`config.mk`:
```
export PLATFORM = sky130hd
export DESIGN_NAME = wb_trace_streamer_flat
export DESIGN_NICKNAME = d
export VERILOG_FILES = /design/src/rtl/wb_trace_streamer_pkg.sv /design/src/rtl/wb_trace_streamer_if.sv /design/src/rtl/wb_trace_streamer_fifo.sv /design/src/rtl/wb_trace_streamer.sv /design/src/flat_wrapper.sv
export SDC_FILE = /design/constraint.sdc
export NUM_CORES = 1
export LEC_CHECK = 0
export BUFFER_PORTS_ARGS = -buffer_cell sky130_fd_sc_hd__buf_2
export CAP_MARGIN = 20
export CORE_MARGIN = 10
export CORE_UTILIZATION = 62
export CTS_CLUSTER_SIZE = 8
export DETAILED_ROUTE_END_ITERATION = 16
export PLACE_DENSITY = 0.79
export SLEW_MARGIN = 20
export SYNTH_ARGS = -nofsm -noshare
export SYNTH_HDL_FRONTEND = slang
export SYNTH_HIERARCHICAL = 1
export SYNTH_SLANG_ARGS = --single-unit
```
`constraint.sdc`:
```
create_clock -name clk -period 10.8 [get_ports clk]
set_clock_uncertainty 0.1 [all_clocks]
set_input_delay 2.16 -clock clk [delete_from_list [all_inputs] [get_ports clk]]
set_output_delay 2.16 -clock clk [all_outputs]
set_load 0.05 [all_outputs]
```
`src/rtl/wb_trace_streamer_pkg.sv`:
```
// Shared record layout, stream length and serializer states for wb_trace_streamer.
// Build option: define WB_TRACE_TIMESTAMP_EN to append a 32-bit cycle stamp to every record.
package trace_pkg;

`ifdef WB_TRACE_TIMESTAMP_EN
  localparam int RLEN = 9;
  typedef struct packed {
    logic [31:0] ts;
    logic [31:0] data;
    logic [2:0]  seq;
    logic [4:0]  rd;
  } rec_t;
`else
  localparam int RLEN = 5;
  typedef struct packed {
    logic [31:0] data;
    logic [2:0]  seq;
    logic [4:0]  rd;
  } rec_t;
`endif

  localparam int REC_W = $bits(rec_t);
  localparam int IDX_W = $clog2(RLEN);

  typedef enum logic {IDLE, SEND} state_t;

  // Field order puts stream byte 0 in the low octet, so byte n is simply octet n.
  function automatic logic [7:0] rec_byte(input rec_t rec, input logic [IDX_W-1:0] idx);
    logic [REC_W-1:0] flat;
    flat = rec;
    return flat[{idx, 3'b000} +: 8];
  endfunction

endpackage

```
`src/rtl/wb_trace_streamer_if.sv`:
```
// Writeback capture strobe plus byte-stream handshake toward the host link.
// Build option WB_TRACE_TIMESTAMP_EN does not change this interface.
interface wb_trace_streamer_if;
  logic        wb_reg_write;
  logic [4:0]  wb_rd;
  logic [31:0] wb_data;
  logic        tx_valid;
  logic        tx_ready;
  logic [7:0]  tx_data;

  modport master (
    output wb_reg_write, wb_rd, wb_data, tx_ready,
    input  tx_valid, tx_data
  );

  modport slave (
    input  wb_reg_write, wb_rd, wb_data, tx_ready,
    output tx_valid, tx_data
  );
endinterface

```
`src/rtl/wb_trace_streamer_fifo.sv`:
```
// Generic synchronous FIFO with occupancy count; full is the extra count bit.
// Independent of the WB_TRACE_TIMESTAMP_EN build option (width comes in as a parameter).
module trace_fifo #(
  parameter int WIDTH = 8,
  parameter int DEPTH = 16
) (
  input  logic                     clk,
  input  logic                     reset_n,
  input  logic                     push,
  input  logic                     pop,
  input  logic [WIDTH-1:0]         wdata,
  output logic [WIDTH-1:0]         rdata,
  output logic [$clog2(DEPTH):0]   level,
  output logic                     empty,
  output logic                     full
);
  localparam int AW = $clog2(DEPTH);
  localparam int LW = AW + 1;

  logic [WIDTH-1:0] mem [DEPTH];
  logic [AW-1:0]    wr_ptr, rd_ptr;
  logic             do_push, do_pop;

  assign empty   = (level == '0);
  assign full    = level[AW];
  assign do_pop  = pop && !empty;
  assign do_push = push && (!full || do_pop);
  assign rdata   = mem[rd_ptr];

  always_ff @(posedge clk or negedge reset_n) begin
    if (!reset_n) begin
      wr_ptr <= '0;
      rd_ptr <= '0;
      level  <= '0;
    end else begin
      if (do_push) wr_ptr <= wr_ptr + AW'(1);
      if (do_pop)  rd_ptr <= rd_ptr + AW'(1);
      level <= level + LW'(do_push) - LW'(do_pop);
    end
  end

  always_ff @(posedge clk) begin
    if (do_push) mem[wr_ptr] <= wdata;
  end
endmodule

```
`src/rtl/wb_trace_streamer.sv`:
```
// Captures CPU register writebacks into a record FIFO and streams them out byte-wise.
// Build option: WB_TRACE_TIMESTAMP_EN adds a free-running cycle stamp to each record.
module wb_trace_streamer
  import trace_pkg::*;
#(
  parameter int DEPTH  = 16,
  parameter int DROP_W = 16
) (
  input  logic                   clk,
  input  logic                   reset_n,
  input  logic                   trace_en,
  input  logic                   ovf_clear,
  wb_trace_streamer_if.slave     bus,
  output logic                   overflow,
  output logic [DROP_W-1:0]      drop_count,
  output logic [$clog2(DEPTH):0] fifo_level
);
  logic             qual, accept, drop, pop;
  logic             fifo_empty, fifo_full;
  logic [2:0]       seq;
  rec_t             in_rec, head_rec, cur_rec;
  state_t           state, state_nxt;
  logic [IDX_W-1:0] idx, idx_nxt;
`ifdef WB_TRACE_TIMESTAMP_EN
  logic [31:0]      ts_cnt;
`endif

  assign qual   = bus.wb_reg_write && (bus.wb_rd != 5'd0) && trace_en;
  assign accept = qual && (!fifo_full || pop);
  assign drop   = qual && !accept;

  always_comb begin
    in_rec      = '0;
    in_rec.seq  = seq;
    in_rec.rd   = bus.wb_rd;
    in_rec.data = bus.wb_data;
`ifdef WB_TRACE_TIMESTAMP_EN
    in_rec.ts   = ts_cnt;
`endif
  end

  trace_fifo #(.WIDTH(REC_W), .DEPTH(DEPTH)) u_fifo (
    .clk     (clk),
    .reset_n (reset_n),
    .push    (accept),
    .pop     (pop),
    .wdata   (in_rec),
    .rdata   (head_rec),
    .level   (fifo_level),
    .empty   (fifo_empty),
    .full    (fifo_full)
  );

  // Sequence advances on every qualifying event so the host sees gaps for drops.
  always_ff @(posedge clk or negedge reset_n) begin
    if (!reset_n) begin
      seq        <= '0;
      overflow   <= 1'b0;
      drop_count <= '0;
    end else begin
      if (qual) seq <= seq + 3'd1;
      if (ovf_clear) begin
        overflow   <= 1'b0;
        drop_count <= '0;
      end else if (drop) begin
        overflow <= 1'b1;
        if (drop_count != '1) drop_count <= drop_count + DROP_W'(1);
      end
    end
  end

`ifdef WB_TRACE_TIMESTAMP_EN
  always_ff @(posedge clk or negedge reset_n) begin
    if (!reset_n) ts_cnt <= '0;
    else          ts_cnt <= ts_cnt + 32'd1;
  end
`endif

  always_comb begin
    state_nxt    = state;
    idx_nxt      = idx;
    pop          = 1'b0;
    bus.tx_valid = 1'b0;
    bus.tx_data  = 8'h00;
    case (state)
      IDLE: begin
        if (!fifo_empty) begin
          pop       = 1'b1;
          state_nxt = SEND;
          idx_nxt   = '0;
        end
      end
      SEND: begin
        bus.tx_valid = 1'b1;
        bus.tx_data  = rec_byte(cur_rec, idx);
        if (bus.tx_ready) begin
          if (idx == IDX_W'(RLEN - 1)) begin
            // Chain straight into the next record when one is waiting.
            idx_nxt = '0;
            if (fifo_empty) state_nxt = IDLE;
            else            pop       = 1'b1;
          end else begin
            idx_nxt = idx + IDX_W'(1);
          end
        end
      end
      default: state_nxt = IDLE;
    endcase
  end

  always_ff @(posedge clk or negedge reset_n) begin
    if (!reset_n) begin
      state <= IDLE;
      idx   <= '0;
    end else begin
      state <= state_nxt;
      idx   <= idx_nxt;
    end
  end

  always_ff @(posedge clk) begin
    if (pop) cur_rec <= head_rec;
  end
endmodule

```
`src/flat_wrapper.sv`:
```
// flat-port wrapper written by rule: the top's interface ports become plain ports
module wb_trace_streamer_flat import trace_pkg::*;
#(
  parameter int DEPTH  = 16,
  parameter int DROP_W = 16
)
  (clk, reset_n, trace_en, ovf_clear, overflow, drop_count, fifo_level, bus_wb_reg_write, bus_wb_rd, bus_wb_data, bus_tx_ready, bus_tx_valid, bus_tx_data);
  wb_trace_streamer_if bus_i ();
  input  logic clk;
  input  logic reset_n;
  input  logic trace_en;
  input  logic ovf_clear;
  output logic overflow;
  output logic [DROP_W-1:0] drop_count;
  output logic [$clog2(DEPTH):0] fifo_level;
  input wire logic [$bits(bus_i.wb_reg_write)-1:0] bus_wb_reg_write;
  input wire logic [$bits(bus_i.wb_rd)-1:0] bus_wb_rd;
  input wire logic [$bits(bus_i.wb_data)-1:0] bus_wb_data;
  input wire logic [$bits(bus_i.tx_ready)-1:0] bus_tx_ready;
  output wire logic [$bits(bus_i.tx_valid)-1:0] bus_tx_valid;
  output wire logic [$bits(bus_i.tx_data)-1:0] bus_tx_data;
  assign bus_i.wb_reg_write = bus_wb_reg_write;
  assign bus_i.wb_rd = bus_wb_rd;
  assign bus_i.wb_data = bus_wb_data;
  assign bus_i.tx_ready = bus_tx_ready;
  assign bus_tx_valid = bus_i.tx_valid;
  assign bus_tx_data = bus_i.tx_data;
  wb_trace_streamer #(.DEPTH(DEPTH), .DROP_W(DROP_W)) u_core (.clk(clk), .reset_n(reset_n), .trace_en(trace_en), .ovf_clear(ovf_clear), .bus(bus_i), .overflow(overflow), .drop_count(drop_count), .fifo_level(fifo_level));
endmodule
```
Word level (Yosys, flattened, before mapping)

Memory sizes are Yosys's and may differ from the RTL's. A register that Yosys moved wholly into a read port is not among the register bits.
Index checks and enable logic that the tools add are counted.

Output and inout bits: 31
Bits in latches: 0
Memory bits (writable): 640
Memories: 1
Bits in registers: 37
Memory bits (read-only): 0
Word-level logic and storage cells: 59

Bitwise logic cells: 1
Muxes and demuxes: 20
Reduce and logical (&&, ||, !) cells: 17
Add/sub/neg operators: 7
Equal/unequal tests: 4
Shifts and indexed selects: 1
Magnitude comparators: 0
Div/mod/pow operators: 0
Multiply operators: 0

Memories:

| name              | depth | bits a word | read ports | clocked after Yosys merged registers in | write ports | line                         | RTL |
|---|---|---|---|---|---|---|---|
| u_core.u_fifo.mem | 16    | 40          | 1          | 1                                       | 1           | wb_trace_streamer_fifo.sv:20 | `logic [WIDTH-1:0] mem [DEPTH];` |

Operators by type and width:

| cell                  | count |
|---|---|
| $mux 16               | 3 |
| $shiftx 40x7->8       | 1 |
| $add 16x1->16 const B | 1 |
| $ne 16x16->1 const B  | 1 |
| $mux 1                | 10 |
| $mux 3                | 3 |
| $add 4x1->4 const B   | 2 |
| $mux 8                | 1 |
| $add 3x1->3 const B   | 2 |
| $logic_and 1x1->1     | 6 |
| $pmux 3 s2            | 1 |
| $add 5x1->5           | 1 |
| $logic_not 5->1       | 1 |
| $reduce_bool 5->1     | 1 |
| $sub 5x1->5           | 1 |
| $ne 2x2->1 const B    | 2 |
| $pmux 1 s2            | 2 |
| $reduce_and 2->1      | 2 |
| $reduce_bool 2->1     | 2 |
| $eq 3x3->1 const B    | 1 |
| $logic_not 1->1       | 3 |
| $logic_or 1x1->1      | 2 |
| $not 1->1             | 1 |

Depth between registers and ports, before layout

Depth after elaboration: 11
Gate-level depth with buffers: 17

Modules after synthesis

The synthesis kept the hierarchy.

By module, submodules not included:

| module            | times used | sequential area each (um^2) | cells each | area an instance (um^2) |
|---|---|---|---|---|
| trace_fifo        | 1          | 19,543.7                    | 1,062      | 24,767.5 |
| wb_trace_streamer | 1          | 1,801.7                     | 210        | 2,821.5 |

Worst setup path before layout

Ideal clock, no wire load.

Path kind: in2reg
Start point: in bus_tx_ready
End point: mem u_core/u_fifo/mem[2][0] (netlist bit) (enable)
Data arrival time: 9,084 ps
Stages: 6
Setup slack: 1,064 ps
Library setup time: 551 ps
Cells stage by stage: nand3_1 -> a21oi_1 -> inv_2 -> a21oi_1 -> inv_2 -> nor4b_1

Longest elaborated chain between the ends: 7

Ends and longest elaborated chain:

| what                                                  | line                                                  | RTL |
|---|---|---|
| start: declaration                                    | flat_wrapper.sv:19                                    | `input wire logic [$bits(bus_i.tx_ready)-1:0] bus_tx_ready;` |
| $mux 1 *                                              | wb_trace_streamer.sv:96                               | `if (bus.tx_ready) begin` |
| $pmux 1 s2 *                                          | wb_trace_streamer.sv:85                               | `case (state)` |
| via u_core.pop                                        | wb_trace_streamer.sv:18                               | `logic qual, accept, drop, pop;` |
| $logic_or 1x1->1 or $logic_and 1x1->1 (tied branches) | wb_trace_streamer.sv:29, wb_trace_streamer_fifo.sv:26 |  |
| $logic_and 1x1->1 or $logic_or 1x1->1 (tied branches) | wb_trace_streamer.sv:29, wb_trace_streamer_fifo.sv:27 |  |
| $logic_and 1x1->1 *                                   | wb_trace_streamer_fifo.sv:27                          | `assign do_push = push && (!full \|\| do_pop);` |
| $mux 1 *                                              | wb_trace_streamer_fifo.sv:43                          | `if (do_push) mem[wr_ptr] <= wdata;` |
| $mux 1 (not written as such) *                        | wb_trace_streamer_fifo.sv:43                          |  |
| end: declaration                                      | wb_trace_streamer_fifo.sv:20                          |  |

The timed path passes the listed nets; every way through them passes the cells marked *.

Final worst setup path

Start point: reg u_core.idx[2]
End point: out bus_tx_data[2]

Longest elaborated chain between the ends: 2

Ends and longest elaborated chain:

| what                     | line                        | RTL |
|---|---|---|
| start: declaration       | wb_trace_streamer.sv:23     | `logic [IDX_W-1:0] idx, idx_nxt;` |
| start signal: assignment | wb_trace_streamer.sv:117    | `idx <= idx_nxt;` |
| $shiftx 40x7->8          | wb_trace_streamer_pkg.sv:31 | `return flat[{idx, 3'b000} +: 8];` |
| $mux 8                   | wb_trace_streamer.sv:85     |  |
| end: declaration         | flat_wrapper.sv:21          | `output wire logic [$bits(bus_i.tx_data)-1:0] bus_tx_data;` |

No other way between the ends.

==> flow_metrics.tcl <==
set metrics [dict create \
    status "completed" \
    cp_cell_sequence "clkinv_1, nor3_1, a22oi_1, nor2b_1, buf_2" \
    crit_family "simple AND/OR/NAND/NOR gates" \
    start_kind "register" \
    synth_area_per_cell_sq_um 21.7 \
    period_needed_ns 5.37 \
    rsz0062_at_grt "false" \
    area_growth_pct 13.7 \
    io_buffers 73 \
    dp_hpwl_mm 29.9 \
    numCtsBuffers 99 \
    drc 0 \
    final.period_utilization_pct 49.7 \
    synth_cells 1272 \
    synth_cell_types 48 \
    final.setup.tns_ns 0 \
    clock.fmax_mhz 186 \
    initial_core_util_pct 62.5 \
    via_per_inst 6.93 \
    place_congestion 0.810 \
    max_cap_viol_count 0 \
    grt_max_degree 72 \
    cts_max_path_buffers 3 \
    leakagePower_nw 10.2 \
    synth_edf_count 680 \
    grt_pass1_vias 14700 \
    grt_pass1_wl_mm 97.8 \
    ys_async_sr_fraction_pct 5.16 \
    synth_flop_cell "edfxtp_1" \
    cts.sinks 717 \
    required_ns 8.54 \
    setup_viol 0 \
    drt-initial-drc-count 1905 \
    final_hold_viol_count 0 \
    drive_gt1_share_pct 28.1 \
    cts_resized 0 \
    die-area_sq_mm 0.0533 \
    critical_path_buf_inv_count 2 \
    core_sq_mm 0.0441 \
    io_pins 74 \
    cts_max_level 3 \
    power.total_mw 7.86 \
    grt_usage_pct 25.1 \
    gr-total-overflow 0 \
    cts_setup_buffers 0 \
    min_path_type "register to register" \
    clk_pin_slew_ns 0.05 \
    arrival_ns 3.11 \
    report.final.slew_viol_count 0 \
    routed_wl_mm 66.1 \
    cts_tree "built" \
    max_slew.worst_pin.slew_ns 1.13 \
    drt_first_pass_iters 5 \
    yosysSeqAreaShare_pct 77.4 \
    num_rows 77 \
    slowest_delay_ns 0.95 \
    slowest_stage "nor3_1" \
    ys_warn_count 6 \
    critical_path_class "register to output port" \
    crit_fanout 9 \
    ys_seq_elements 717 \
    diodes 0 \
    synth_area_sq_mm 0.0276 \
    p_per_area_mw_per_mm2 251 \
    cp-end-kind "output port" \
    cts_root_buffer "clkbuf_16" \
    slew_headroom_pct 24.9 \
    worstSkewPairLatency_ns 0.63 \
    syn_nets 1331 \
    ant_nets 0 \
    grt_antenna_before_repair 1 \
    fp.dieW_um 231 \
    ir_drop_mv 0.269 \
    finalNetCount 1470 \
    vias 14100 \
    wire_per_inst_um 32.4 \
    cts-hold-fix-buffers 0 \
    die_h_um 231 \
]
[path summary, 6_finish.rpt]
kind | startpoint | endpoint | slack (ns) | depth (start not counted)
min reg2reg | u_core/overflow$_DFFE_PN0P_ | u_core/overflow$_DFFE_PN0P_ | 0.43 | 2
max in group asynchronous | reset_n | u_core/u_fifo/rd_ptr[0]$_DFFE_PN0P_ | 8.42 | 1
max reg2reg | u_core/u_fifo/level[2]$_DFF_PN0_ | u_core/u_fifo/level[4]$_DFF_PN0_ | 6.22 | 17
max | u_core/idx[2]$_DFFE_PN0P_ | bus_tx_data[2] | 5.43 | 5
min in group asynchronous | reset_n | u_core/drop_count[15]$_DFFE_PN0P_ | 1.54 | 1
min | u_core/overflow$_DFFE_PN0P_ | u_core/overflow$_DFFE_PN0P_ | 0.43 | 2
[worst reg2reg max path, cell delays in order, from the launching register on]
cell and delay (ns):
dfrtp_1 0.37, inv_1 0.07, ha_1 0.18, or4b_1 0.24, inv_1 0.18, or2b_1 0.27, o221ai_2 0.32, nor2b_1 0.27
inv_1 0.12, a21oi_1 0.70, inv_2 0.24, ha_1 0.36, inv_1 0.04, ha_1 0.20, fa_1 0.43, a21oi_1 0.14
o21bai_1 0.09, xnor2_1 0.13
[registers in the layout, summed over array words and instances, names as in the netlist]
signal,flops
u_core/u_fifo/rd_ptr,4
u_core/drop_count,16
u_core/u_fifo/mem,640
u_core/seq,3
u_core/u_fifo/level,5
u_core/cur_rec,40
u_core/state,1
u_core/u_fifo/wr_ptr,4
u_core/idx,3
u_core/overflow,1
[through the flow]
step                worst slack [ns]  util, %  hold WS, ns  std cells  cell area (sq um)
floorplan                       1.06        -        0.393       1272              27600
global placement                5.12     64.9        0.395       1901              28700
CTS                             5.59     71.0        0.421       2035              31300
detailed placement              5.02     64.9        0.410       1901              28700
finish                          5.43     71.1        0.426       2036              31400
global route                    5.19     71.1        0.484       2036              31400
[cells in the final DEF, fill, tap and decap left out, drive strengths merged, types with 12 or more instances in the layout]
master	instances
edfxtp	680
mux4	168
clkbuf	128
buf	104
a22oi	88
nand2	57
dfrtp	37
inv	21
ha	15
a21oi	14
nand3	12
[final cells by class]
cell class,count,area (sq um)
flip-flops and latches,717,21400
fillers,2492,12800
multi-input cells,470,5900
repair buffers,104,618
clock inverters,6,62.6
well taps,592,741
inverters,19,71.3
clock buffers,128,2630
[synthesized netlist by cell type (4+ instances only)]
library cell,n,area (sq um)
edfxtp_1,680,20400
mux4_2,168,3780
a22oi_1,88,661
nand2_1,57,214
dfrtp_1,37,926
clkbuf_1,33,124
buf_2,20,100
inv_1,16,60.1
ha_1,15,188
a21oi_1,14,70.1
nand3_1,12,60.1
nor2_1,11,41.3
nor2b_1,11,68.8
o21ai_0,11,55.1
buf_6,10,113
xnor2_1,10,87.6
and4_1,9,78.8
or4_1,6,45.0
xor2_1,6,52.6
and2_1,5,31.3
nor4b_1,5,43.8
or3_1,5,31.3
nand4_1,4,25.0
[cells by family after synthesis]
| logic type | synth area share [%] |
|---|---|
| adder cells (fa/ha/maj) | 0.753 |
| XOR/XNOR | 0.508 |
| AO/OA/AOI/OAI | 3.32 |
| flip-flops | 77.4 |
| multiplexers | 13.9 |
| buffers and inverters | 1.53 |
| AND/OR/NAND/NOR | 2.64 |
[routing by layer]
layer / global-route usage (%) / wire length (um)
met5: 1.01 / 76
met4: 11.6 / 2780
met3: 5.95 / 7010
met2: 40.5 / 33000
met1: 32.1 / 23200
[where the power goes]
part           switching (mW)  internal, mW
sequential              0.154          3.22
clock                    1.09          1.67
combinational           0.972         0.757
total                    2.22          5.65
Power figures use the tool's default switching activity.
